`src/rtl/flash_cmd_sequencer.sv`:
```
// Single-command sequencer for the on-chip flash IP: read, program and page erase
// over the data/CSR Avalon-MM ports with unlock, status polling, re-lock and a result pulse.
module flash_cmd_sequencer #(
   parameter logic [4:0]  WP_UNLOCK = 5'b00000,
   parameter int unsigned TIMEOUT   = 2**20,
   parameter int unsigned TO_W      = 21
) (
   input  logic        clock,
   input  logic        reset_n,
   input  logic        cmd_valid,
   output logic        cmd_ready,
   input  logic [1:0]  cmd_op,
   input  logic [16:0] cmd_addr,
   input  logic [31:0] cmd_wdata,
   output logic        rsp_valid,
   output logic [31:0] rsp_rdata,
   output logic        rsp_err,
   output logic [16:0] avmm_data_addr,
   output logic        avmm_data_read,
   output logic        avmm_data_write,
   output logic [31:0] avmm_data_writedata,
   output logic [2:0]  avmm_data_burstcount,
   input  logic [31:0] avmm_data_readdata,
   input  logic        avmm_data_waitrequest,
   input  logic        avmm_data_readdatavalid,
   output logic        avmm_csr_addr,
   output logic        avmm_csr_read,
   output logic        avmm_csr_write,
   output logic [31:0] avmm_csr_writedata,
   input  logic [31:0] avmm_csr_readdata
);
   localparam int unsigned AW = 17;
   localparam int unsigned DW = 32;
   localparam logic [1:0] OP_READ  = 2'b00;
   localparam logic [1:0] OP_PROG  = 2'b01;
   localparam logic [1:0] OP_ERASE = 2'b10;
   localparam logic [DW-1:0] LOCK_WORD   = 32'hFFFF_FFFF;
   localparam logic [DW-1:0] UNLOCK_WORD = {4'hF, WP_UNLOCK, 3'b111, 20'hFFFFF};
   localparam logic [TO_W-1:0] TO_LAST   = TO_W'(TIMEOUT - 1);

   typedef enum logic [3:0] {
      S_IDLE, S_DECODE, S_RD_REQ, S_RD_WAIT, S_UNLOCK, S_WR_REQ,
      S_ERASE, S_POLL_RD, S_POLL_CHK, S_LOCK, S_RESP
   } state_e;

   state_e          state_q, state_d;
   logic [1:0]      op_q, op_d;
   logic [AW-1:0]   addr_q, addr_d;
   logic [DW-1:0]   wdata_q, wdata_d;
   logic [DW-1:0]   res_data_q, res_data_d;
   logic            res_err_q, res_err_d;
   logic            busy_seen_q, busy_seen_d;
   logic [TO_W-1:0] to_cnt_q, to_cnt_d;
   logic            cmd_ready_q, cmd_ready_d;
   logic            rsp_valid_q, rsp_valid_d;
   logic [DW-1:0]   rsp_rdata_q, rsp_rdata_d;
   logic            rsp_err_q, rsp_err_d;
   logic [AW-1:0]   data_addr_q, data_addr_d;
   logic            data_read_q, data_read_d;
   logic            data_write_q, data_write_d;
   logic [DW-1:0]   data_wdata_q, data_wdata_d;
   logic            csr_addr_q, csr_addr_d;
   logic            csr_read_q, csr_read_d;
   logic            csr_write_q, csr_write_d;
   logic [DW-1:0]   csr_wdata_q, csr_wdata_d;
   logic            poll_done;

   logic [1:0] st_busy;
   logic       st_write_ok;
   logic       st_erase_ok;
   logic       unused_csr_bits;
   assign st_busy         = avmm_csr_readdata[1:0];
   assign st_write_ok     = avmm_csr_readdata[3];
   assign st_erase_ok     = avmm_csr_readdata[4];
   assign unused_csr_bits = ^{avmm_csr_readdata[31:5], avmm_csr_readdata[2]};

   // State and output registers; outputs are decoded from the next state so they align with it
   always_ff @(posedge clock) begin
      if (!reset_n) begin
         state_q      <= S_IDLE;
         op_q         <= '0;
         addr_q       <= '0;
         wdata_q      <= '0;
         res_data_q   <= '0;
         res_err_q    <= 1'b0;
         busy_seen_q  <= 1'b0;
         to_cnt_q     <= '0;
         cmd_ready_q  <= 1'b1;
         rsp_valid_q  <= 1'b0;
         rsp_rdata_q  <= '0;
         rsp_err_q    <= 1'b0;
         data_addr_q  <= '0;
         data_read_q  <= 1'b0;
         data_write_q <= 1'b0;
         data_wdata_q <= '0;
         csr_addr_q   <= 1'b0;
         csr_read_q   <= 1'b0;
         csr_write_q  <= 1'b0;
         csr_wdata_q  <= '0;
      end else begin
         state_q      <= state_d;
         op_q         <= op_d;
         addr_q       <= addr_d;
         wdata_q      <= wdata_d;
         res_data_q   <= res_data_d;
         res_err_q    <= res_err_d;
         busy_seen_q  <= busy_seen_d;
         to_cnt_q     <= to_cnt_d;
         cmd_ready_q  <= cmd_ready_d;
         rsp_valid_q  <= rsp_valid_d;
         rsp_rdata_q  <= rsp_rdata_d;
         rsp_err_q    <= rsp_err_d;
         data_addr_q  <= data_addr_d;
         data_read_q  <= data_read_d;
         data_write_q <= data_write_d;
         data_wdata_q <= data_wdata_d;
         csr_addr_q   <= csr_addr_d;
         csr_read_q   <= csr_read_d;
         csr_write_q  <= csr_write_d;
         csr_wdata_q  <= csr_wdata_d;
      end
   end

   always_comb begin
      state_d     = state_q;
      op_d        = op_q;
      addr_d      = addr_q;
      wdata_d     = wdata_q;
      res_data_d  = res_data_q;
      res_err_d   = res_err_q;
      busy_seen_d = busy_seen_q;
      to_cnt_d    = to_cnt_q;
      poll_done   = 1'b0;

      case (state_q)
         S_IDLE: begin
            if (cmd_valid) begin
               op_d       = cmd_op;
               addr_d     = cmd_addr;
               wdata_d    = cmd_wdata;
               res_data_d = '0;
               res_err_d  = 1'b0;
               state_d    = S_DECODE;
            end
         end
         S_DECODE: begin
            case (op_q)
               OP_READ:           state_d = S_RD_REQ;
               OP_PROG, OP_ERASE: state_d = S_UNLOCK;
               default: begin
                  res_err_d = 1'b1;
                  state_d   = S_RESP;
               end
            endcase
         end
         S_RD_REQ: begin
            if (!avmm_data_waitrequest) begin
               if (avmm_data_readdatavalid) begin
                  res_data_d = avmm_data_readdata;
                  state_d    = S_RESP;
               end else begin
                  state_d = S_RD_WAIT;
               end
            end
         end
         S_RD_WAIT: begin
            if (avmm_data_readdatavalid) begin
               res_data_d = avmm_data_readdata;
               state_d    = S_RESP;
            end
         end
         S_UNLOCK: state_d = (op_q == OP_PROG) ? S_WR_REQ : S_ERASE;
         S_WR_REQ: begin
            // Write already completed under waitrequest, so the busy-rise phase is skipped
            if (!avmm_data_waitrequest) begin
               to_cnt_d    = '0;
               busy_seen_d = 1'b1;
               state_d     = S_POLL_RD;
            end
         end
         S_ERASE: begin
            to_cnt_d    = '0;
            busy_seen_d = 1'b0;
            state_d     = S_POLL_RD;
         end
         S_POLL_RD: begin
            to_cnt_d = to_cnt_q + TO_W'(1);
            state_d  = S_POLL_CHK;
            if (to_cnt_q == TO_LAST) begin
               res_err_d = 1'b1;
               state_d   = S_LOCK;
            end
         end
         S_POLL_CHK: begin
            to_cnt_d = to_cnt_q + TO_W'(1);
            state_d  = S_POLL_RD;
            if (!busy_seen_q) begin
               if (st_busy != 2'b00) busy_seen_d = 1'b1;
            end else if (st_busy == 2'b00) begin
               poll_done = 1'b1;
               res_err_d = (op_q == OP_PROG) ? ~st_write_ok : ~st_erase_ok;
               state_d   = S_LOCK;
            end
            if (!poll_done && (to_cnt_q == TO_LAST)) begin
               res_err_d = 1'b1;
               state_d   = S_LOCK;
            end
         end
         S_LOCK:  state_d = S_RESP;
         S_RESP:  state_d = S_IDLE;
         default: state_d = S_IDLE;
      endcase

      cmd_ready_d  = (state_d == S_IDLE);
      rsp_valid_d  = (state_d == S_RESP);
      rsp_rdata_d  = rsp_valid_d ? res_data_d : rsp_rdata_q;
      rsp_err_d    = rsp_valid_d ? res_err_d : rsp_err_q;
      data_addr_d  = '0;
      data_read_d  = 1'b0;
      data_write_d = 1'b0;
      data_wdata_d = '0;
      csr_addr_d   = 1'b0;
      csr_read_d   = 1'b0;
      csr_write_d  = 1'b0;
      csr_wdata_d  = '0;

      case (state_d)
         S_RD_REQ: begin
            data_read_d = 1'b1;
            data_addr_d = addr_q;
         end
         S_WR_REQ: begin
            data_write_d = 1'b1;
            data_addr_d  = addr_q;
            data_wdata_d = wdata_q;
         end
         S_UNLOCK: begin
            csr_write_d = 1'b1;
            csr_addr_d  = 1'b1;
            csr_wdata_d = UNLOCK_WORD;
         end
         S_ERASE: begin
            csr_write_d = 1'b1;
            csr_addr_d  = 1'b1;
            csr_wdata_d = {4'hF, WP_UNLOCK, 3'b111, 3'b000, addr_q};
         end
         S_POLL_RD: csr_read_d = 1'b1;
         S_LOCK: begin
            csr_write_d = 1'b1;
            csr_addr_d  = 1'b1;
            csr_wdata_d = LOCK_WORD;
         end
         default: ;
      endcase
   end

   assign cmd_ready            = cmd_ready_q;
   assign rsp_valid            = rsp_valid_q;
   assign rsp_rdata            = rsp_rdata_q;
   assign rsp_err              = rsp_err_q;
   assign avmm_data_addr       = data_addr_q;
   assign avmm_data_read       = data_read_q;
   assign avmm_data_write      = data_write_q;
   assign avmm_data_writedata  = data_wdata_q;
   assign avmm_data_burstcount = 3'd1;
   assign avmm_csr_addr        = csr_addr_q;
   assign avmm_csr_read        = csr_read_q;
   assign avmm_csr_write       = csr_write_q;
   assign avmm_csr_writedata   = csr_wdata_q;

endmodule

```
`config.mk`:
```
export PLATFORM = sky130hd
export DESIGN_NAME = flash_cmd_sequencer
export DESIGN_NICKNAME = d
export VERILOG_FILES = /design/src/rtl/flash_cmd_sequencer.sv
export SDC_FILE = /design/constraint.sdc
export NUM_CORES = 1
export LEC_CHECK = 0
export CAP_MARGIN = 25
export CORE_ASPECT_RATIO = 1.2
export CORE_MARGIN = 1.5
export CORE_UTILIZATION = 50
export CTS_CLUSTER_DIAMETER = 30
export DETAILED_ROUTE_END_ITERATION = 12
export GPL_TIMING_DRIVEN = 0
export HOLD_SLACK_MARGIN = 0.02
export PLACE_DENSITY = 0.92
export SETUP_SLACK_MARGIN = 0.15
export SYNTH_ARGS = -nofsm -noshare
export SYNTH_HDL_FRONTEND = slang
export SYNTH_SLANG_ARGS = --single-unit
```
`constraint.sdc`:
```
create_clock -name clock -period 4.3 [get_ports clock]
set_clock_uncertainty 0.15 [all_clocks]
set_input_delay 0.43 -clock clock [delete_from_list [all_inputs] [get_ports clock]]
set_output_delay 0.43 -clock clock [all_outputs]
set_load 0.03 [all_outputs]
```
Yosys cells after proc, flatten, opt, wreduce, memory -nomap -nowiden
Cells that the tools add are included.
W data, S select, Z words.
{"block": "op_classes", "add_sub_neg": 1, "eq_ne": 20, "n_mux": 38, "bitwise": 2, "reduce_logical": 19}
{"operator": "$pmux W32 S3", "n": 2}
{"operator": "$mux W32", "n": 3}
{"operator": "$pmux W21 S3", "n": 1}
{"operator": "$pmux W4 S10", "n": 1}
{"operator": "$eq A4 B3 Y1 const B", "n": 8}
{"operator": "$mux W4", "n": 8}
{"operator": "$add A21 B1 Y21 const B", "n": 1}
{"operator": "$eq A21 B20 Y1 const B", "n": 1}
{"operator": "$mux W21", "n": 1}
{"operator": "$mux W1", "n": 18}
{"operator": "$eq A4 B4 Y1 const B", "n": 4}
{"operator": "$eq A4 B2 Y1 const B", "n": 3}
{"operator": "$reduce_and A2 Y1", "n": 5}
{"operator": "$logic_not A4 Y1", "n": 2}
{"operator": "$pmux W4 S2", "n": 1}
{"operator": "$reduce_bool A3 Y1", "n": 2}
{"operator": "$reduce_or A2 Y1", "n": 3}
{"operator": "$reduce_or A3 Y1", "n": 2}
{"operator": "$eq A4 B1 Y1 const B", "n": 1}
{"operator": "$logic_not A2 Y1", "n": 2}
{"operator": "$pmux W1 S4", "n": 1}
{"operator": "$pmux W1 S3", "n": 1}
{"operator": "$eq A2 B1 Y1 const B", "n": 1}
{"operator": "$eq A2 B2 Y1 const B", "n": 1}
{"operator": "6 further kinds", "n": 7}
{"block": "totals", "reg_bits": 230, "inputBits": 120, "output_inout_bits": 124}

Longest topological paths before layout
{"block": "logic_depth", "ltp_word": 11, "depth_mapped": 10, "ltp_nobuf": 8}

Worst setup path before layout
No wires, ideal clock.
{"block": "synth_path", "kind": "flip-flop to flip-flop", "start": "register to_cnt_q[0]", "end": "register data_wdata_q[10] (netlist: avmm_data_writedata[10])", "setup_time_ns": 0.059, "t_arrival_ns": 2.149, "t_required_ns": 4.091, "path_slack_ns": 1.942, "path_stages_with_launch": 9, "path_buffers": 1, "period_less_slack_ns": 2.358, "cell_sequence": "dfxtp_1 ha_1 inv_1 or3_1 or3_1 o21ai_1 and3_1 clkbuf_1 and2_1"}
{"block": "synth_via", "elab_chain_len": 6, "elab_cells_between_ends": 7}
{"item": "from (decl)", "line_no": "53", "text": "logic [TO_W-1:0] to_cnt_q, to_cnt_d;"}
{"item": "from (signal assigned)", "line_no": "108", "text": "to_cnt_q <= to_cnt_d;"}
{"item": "$eq A21 B20 Y1 *", "line_no": "189, 204"}
{"item": "$logic_and A1 B1 Y1", "line_no": "204", "text": "if (!poll_done && (to_cnt_q == TO_LAST)) begin"}
{"item": "$mux W4", "line_no": "204"}
{"item": "$pmux W4 S10 *", "line_no": "135", "text": "case (state_q)"}
{"item": "$eq A4 B3 Y1 *", "line_no": "227", "text": "case (state_d)"}
{"item": "$reduce_and A2 Y1 (no source line) *"}
{"item": "to (signal assigned)", "line_no": "116", "text": "data_wdata_q <= data_wdata_d;"}
{"item": "to (decl)", "line_no": "61", "text": "logic [DW-1:0] data_wdata_q, data_wdata_d;"}
Mark *: on every way between the ends. The rest lies on a longest branch, timed or not.
A chain may end at the register's enable or synchronous reset.

Worst setup path after layout
{"block": "layout_path", "start": "register op_q[1]", "end": "register data_addr_q[10] (netlist: avmm_data_addr[10])"}
{"block": "layout_via", "elab_chain_len": 7, "elab_cells_between_ends": 11}
{"item": "from (decl)", "line_no": "47", "text": "logic [1:0] op_q, op_d;"}
{"item": "from (signal assigned)", "line_no": "102", "text": "op_q <= op_d;"}
{"item": "$eq A2 B1 Y1 or $eq A2 B2 Y1 (tied branches)", "line_no": "147, 172"}
{"item": "$reduce_or A2 Y1"}
{"item": "$pmux W4 S2", "line_no": "147", "text": "case (op_q)"}
{"item": "$pmux W4 S10 *", "line_no": "135"}
{"item": "$eq A4 B3 Y1 or $eq A4 B2 Y1 (tied branches)", "line_no": "227"}
{"item": "$reduce_or A2 Y1 (no source line) *"}
{"item": "$reduce_and A2 Y1 (no source line) *"}
{"item": "to (signal assigned)", "line_no": "113", "text": "data_addr_q <= data_addr_d;"}
{"item": "to (decl)", "line_no": "58", "text": "logic [AW-1:0] data_addr_q, data_addr_d;"}
Marked as above.

==> results.txt <==
----------------------------------------------------
[Timing]
  Post-Route Setup TNS ... 0 ns
  RSZ-0062 raised after global routing ... false
  Fin crit period ... 3.06 ns
  Worst Hold Margin ... roughly 0.29 ns
  Setup-failing EPs final ... 0
  Tightest slew margin relative to the limit ... 32.1%
  Period utilization ... between 70% and 80%
  Max-slew violations ... 0
  Number of hold-slack violations in the final timing report ... 0
  Worst Tran Pin Value ... between 1 and 1.5 ns
  Upper clock frequency limit ... between 300 and 400 MHz

[Global route]
  GRT Total Usage ... 24.6%
  Number of global-route vias before repair ... a little under 7k
  Overflow left after global routing ... 0
  Maximum number of pins on one net before global-route repair ... 13
  Wire length of the first global-routing pass ... around 34000 um
  Initial antenna violation count ... 0

[Finish]
  Layout Area Growth over Synthesis ... 44.0%
  Number of antenna cells inserted ... 0
  Share of cells above drive strength 1 ... under 10%
  Number of nets in the layout ... ~1.3k

[Floorplan]
  Number of cell rows ... 50
  Die Ht ... 142 um
  Floorplan die area ... 16900 um2
  Ports ... between 200 and 250
  Area of the core ... roughly 16000 um2
  Horizontal extent of the die ... around 120 um
  Initial Util ... 51.4%

[Clock tree]
  Maximum clock path buffer count ... 3
  Cells resized by post-CTS repair ... 0
  TritonCTS sink count ... between 200 and 250
  Skew-Pair Late Insertion Delay ... 0.49 ns
  Reg clk slew, reported paths ... approximately 0.05 ns
  H-tree depth reported by CTS ... 2
  CTS tree ... done
  Number of buffers inserted by post-CTS setup repair ... 0
  Master cell of the clock root buffer ... sky130_fd_sc_hd__clkbuf_16
  Cts hold-fix bufs ... 0
  Number of buffers created by CTS ... 34

[Logic synthesis]
  Simple-gate share of the synthesized area ... a little over a fifth
  Share of the synthesized area in the top cell type ... 53.8%
  Sequential fraction of the synthesis area ... 53.8%
  Compound-Gate Fraction of Synth Area ... approximately 17%
  Largest area contributor in the netlist ... sky130_fd_sc_hd__dfxtp_1
  Synthesized instance count ... between 900 and 1k
  Netlist area before placement ... around 8100 um2
  Post-synth EDFFs ... 0
  Post-Syn Area per Cell ... slightly below 9 um2
  Proportion of register bits with asynchronous set or reset after synthesis ... 0%
  Share of synthesized cell area in full adder, half adder and majority cells ... 0.620%
  Post-synthesis sequential element count ... 217
  Fraction of synthesized area in multiplexers ... 0.140%
  Warnings, synthesis ... 0
  Xor and xnor fraction of the mapped netlist area ... about 2.2%
  Main synth FF type ... sky130_fd_sc_hd__dfxtp_1
  Count of distinct cell types in the synthesized netlist ... between 50 and 60
  Dominant combinational cell family by area after synthesis ... simple AND/OR/NAND/NOR gates
  Largest cells by area after synthesis ... sky130_fd_sc_hd__dfxtp_1 54%, sky130_fd_sc_hd__nand2_1 9.8%, sky130_fd_sc_hd__a21boi_0 7.7%, sky130_fd_sc_hd__o21ai_0 5.2%, sky130_fd_sc_hd__and2_1 4.2%

[Hold path]
  Startpoint of the lowest-slack hold path ... wdata_q[0]$_SDFFE_PN0P_
  Hold crit path type ... register to register

[Detailed routing]
  Post-detailed-routing wire length ... roughly 21000 um
  Detailed-routing iteration count for the pre-antenna-repair pass ... 5
  Starting DRT DRC Count ... approximately 430
  Routed length per placed instance ... about 15 um
  Remaining antenna violation count after routing ... 0
  Via count ... between 7k and 8k
  DRC Markers ... 0
  Via density ... 5.09

[Critical path]
  Largest fanout of any net on the critical path ... 10
  Class of the most critical setup path ... register to register
  Startpoint types ... register
  Crit. Startpoint ... op_q[1]$_SDFFE_PN0P_
  Data arrival at the endpoint of the critical path ... about 3.3 ns
  Critical path capture point type ... register
  Req. time, crit path ... about 4.6 ns
  Worst flop-to-flop path startpoint ... op_q[1]$_SDFFE_PN0P_

[Power]
  Leakage power figure ... 4.44 nW
  Worst ir drop on vdd ... approximately 0.00040 V
  Power density relative to cell area ... between 500 and 600 nW/um2

[Place]
  Input/output buffers ... 212
  Routability Congestion ... a little under 0.9
  Detailed placer's ending HPWL ... ~14000 um

[Flow run]
  Max-cap viol count ... 0

[Outcome]
  Outcome ... finished clean

----------------------------------------------------
-- stage by stage --
step / power (W) / area (um2) / setup WS [ns] / cells / utilization (%)
2_1_floorplan: 0.00316 / 8070 / 1.94 / 906 / -
3_3_place_gp: 0.00361 / 10500 / 1.01 / 1326 / 66.6
3_5_place_dp: 0.00365 / 10500 / 0.967 / 1326 / 66.6
4_1_cts: 0.00642 / 11600 / 1.26 / 1386 / 74.0
5_1_grt: 0.00667 / 11600 / 0.913 / 1386 / 74.0
6_report: 0.00640 / 11600 / 1.24 / 1386 / 74.0
-- logic make-up (layout without fill, tap and decap cells) --
| logic type | Yosys count | after routing |
|---|---|---|
| AO/OA/AOI/OAI | 206 | 206 |
| XOR/XNOR | 20 | 20 |
| adder cells (fa/ha/maj) | 4 | 4 |
| buffers and inverters | 82 | 354 |
| flip-flops | 217 | 217 |
| multiplexers | 1 | 1 |
| other | 2 | 3 |
| AND/OR/NAND/NOR | 373 | 373 |
-- final timing paths --
| kind | cells after the start | endpoint | slack [ns] |
|---|---|---|---|
| setup / recovery | 9 | avmm_data_addr[10]$_SDFF_PN0_ | 1.24 |
| hold / removal | 1 | avmm_data_writedata[0]$_SDFF_PN0_ | 0.29 |
| setup reg to reg | 9 | avmm_data_addr[10]$_SDFF_PN0_ | 1.24 |
| hold reg to reg | 1 | avmm_data_writedata[0]$_SDFF_PN0_ | 0.29 |
-- metal layers --
metal / track usage [%] / wire (um) / vias up
met2: 47.3 / 11200 / 263
met1: 25.8 / 8190 / 3268
met5: 0 / 0 / -
met3: 5.93 / 1350 / 47
met4: 9.58 / 563 / 0
li1: - / - / 3477
-- sequential cells by signal, summed over array words and instances (netlist names) --
name                 flops
avmm_data_writedata     32
res_data_q              32
rsp_rdata               32
wdata_q                 32
to_cnt_q                21
avmm_csr_writedata      20
addr_q                  17
avmm_data_addr          17
state_q                  4
op_q                     2
avmm_csr_read            1
avmm_data_read           1
avmm_data_write          1
busy_seen_q              1
cmd_ready                1
res_err_q                1
rsp_err                  1
rsp_valid                1
-- layout by cell type, fill, tap and decap left out, types with 5 or more instances in the layout --
cell type and count:
sky130_fd_sc_hd__clkbuf_1 46, sky130_fd_sc_hd__nor2_1 45, sky130_fd_sc_hd__xor2_1 14, sky130_fd_sc_hd__inv_1 5, sky130_fd_sc_hd__clkbuf_16 35, sky130_fd_sc_hd__nand2b_1 6, sky130_fd_sc_hd__nand4_1 6, sky130_fd_sc_hd__buf_4 17
sky130_fd_sc_hd__buf_6 6, sky130_fd_sc_hd__and2_1 54, sky130_fd_sc_hd__o21ai_0 84, sky130_fd_sc_hd__a21boi_0 83, sky130_fd_sc_hd__nand2_1 211, sky130_fd_sc_hd__nand3_1 10, sky130_fd_sc_hd__xnor2_1 6, sky130_fd_sc_hd__and3_1 12
sky130_fd_sc_hd__clkinv_2 6, sky130_fd_sc_hd__a21oi_1 10, sky130_fd_sc_hd__dfxtp_1 217, sky130_fd_sc_hd__inv_6 6, sky130_fd_sc_hd__clkdlybuf4s50_1 212, sky130_fd_sc_hd__nor2b_1 6, sky130_fd_sc_hd__and4_1 5
-- power by group --
part	switching (W)	internal [W]	total [W]
sequential	0.000102	0.00220	0.00231
combinational	0.000844	0.000498	0.00134
clock	0.000960	0.00179	0.00275
-- critical path, cell delays in order (launching register included) --
cell,delay (ns)
sky130_fd_sc_hd__dfxtp_1,0.40
sky130_fd_sc_hd__inv_1,0.06
sky130_fd_sc_hd__ha_1,0.29
sky130_fd_sc_hd__nor2b_1,0.16
sky130_fd_sc_hd__o21ai_0,0.19
sky130_fd_sc_hd__a2111oi_0,0.43
sky130_fd_sc_hd__o21ai_0,0.19
sky130_fd_sc_hd__a21oi_1,0.54
sky130_fd_sc_hd__clkbuf_1,0.40
sky130_fd_sc_hd__and2_1,0.20
-- cell type report --
class / count / area (um2)
tap: 208 / 260
clock buffer: 38 / 917
multi-input combinational: 607 / 3310
timing repair buffer: 212 / 2120
buffer: 77 / 405
sequential: 217 / 4340
inverter: 5 / 18.8
fill: 998 / 4080
clock inverter: 22 / 251
-- synthesized netlist by cell type (2+ instances only) --
cell type	instances
sky130_fd_sc_hd__dfxtp_1	217
sky130_fd_sc_hd__nand2_1	211
sky130_fd_sc_hd__o21ai_0	84
sky130_fd_sc_hd__a21boi_0	83
sky130_fd_sc_hd__and2_1	54
sky130_fd_sc_hd__clkbuf_1	46
sky130_fd_sc_hd__nor2_1	45
sky130_fd_sc_hd__buf_4	17
sky130_fd_sc_hd__xor2_1	14
sky130_fd_sc_hd__and3_1	12
sky130_fd_sc_hd__a21oi_1	10
sky130_fd_sc_hd__nand3_1	10
sky130_fd_sc_hd__buf_6	6
sky130_fd_sc_hd__nand2b_1	6
sky130_fd_sc_hd__nand4_1	6
sky130_fd_sc_hd__nor2b_1	6
sky130_fd_sc_hd__xnor2_1	6
sky130_fd_sc_hd__and4_1	5
sky130_fd_sc_hd__inv_1	5
sky130_fd_sc_hd__buf_2	4
sky130_fd_sc_hd__ha_1	4
sky130_fd_sc_hd__o21ai_1	4
sky130_fd_sc_hd__a211oi_1	3
sky130_fd_sc_hd__nor3b_1	3
sky130_fd_sc_hd__a211o_1	2
sky130_fd_sc_hd__a21o_1	2
sky130_fd_sc_hd__a21oi_2	2
sky130_fd_sc_hd__a32oi_1	2
sky130_fd_sc_hd__buf_1	2
sky130_fd_sc_hd__clkbuf_2	2
sky130_fd_sc_hd__conb_1	2
sky130_fd_sc_hd__nor3_1	2
sky130_fd_sc_hd__o21a_1	2
sky130_fd_sc_hd__o22a_1	2
sky130_fd_sc_hd__o31ai_1	2
sky130_fd_sc_hd__or2_2	2
sky130_fd_sc_hd__or3_1	2
Note: power is estimated with default switching activity, not from simulation.
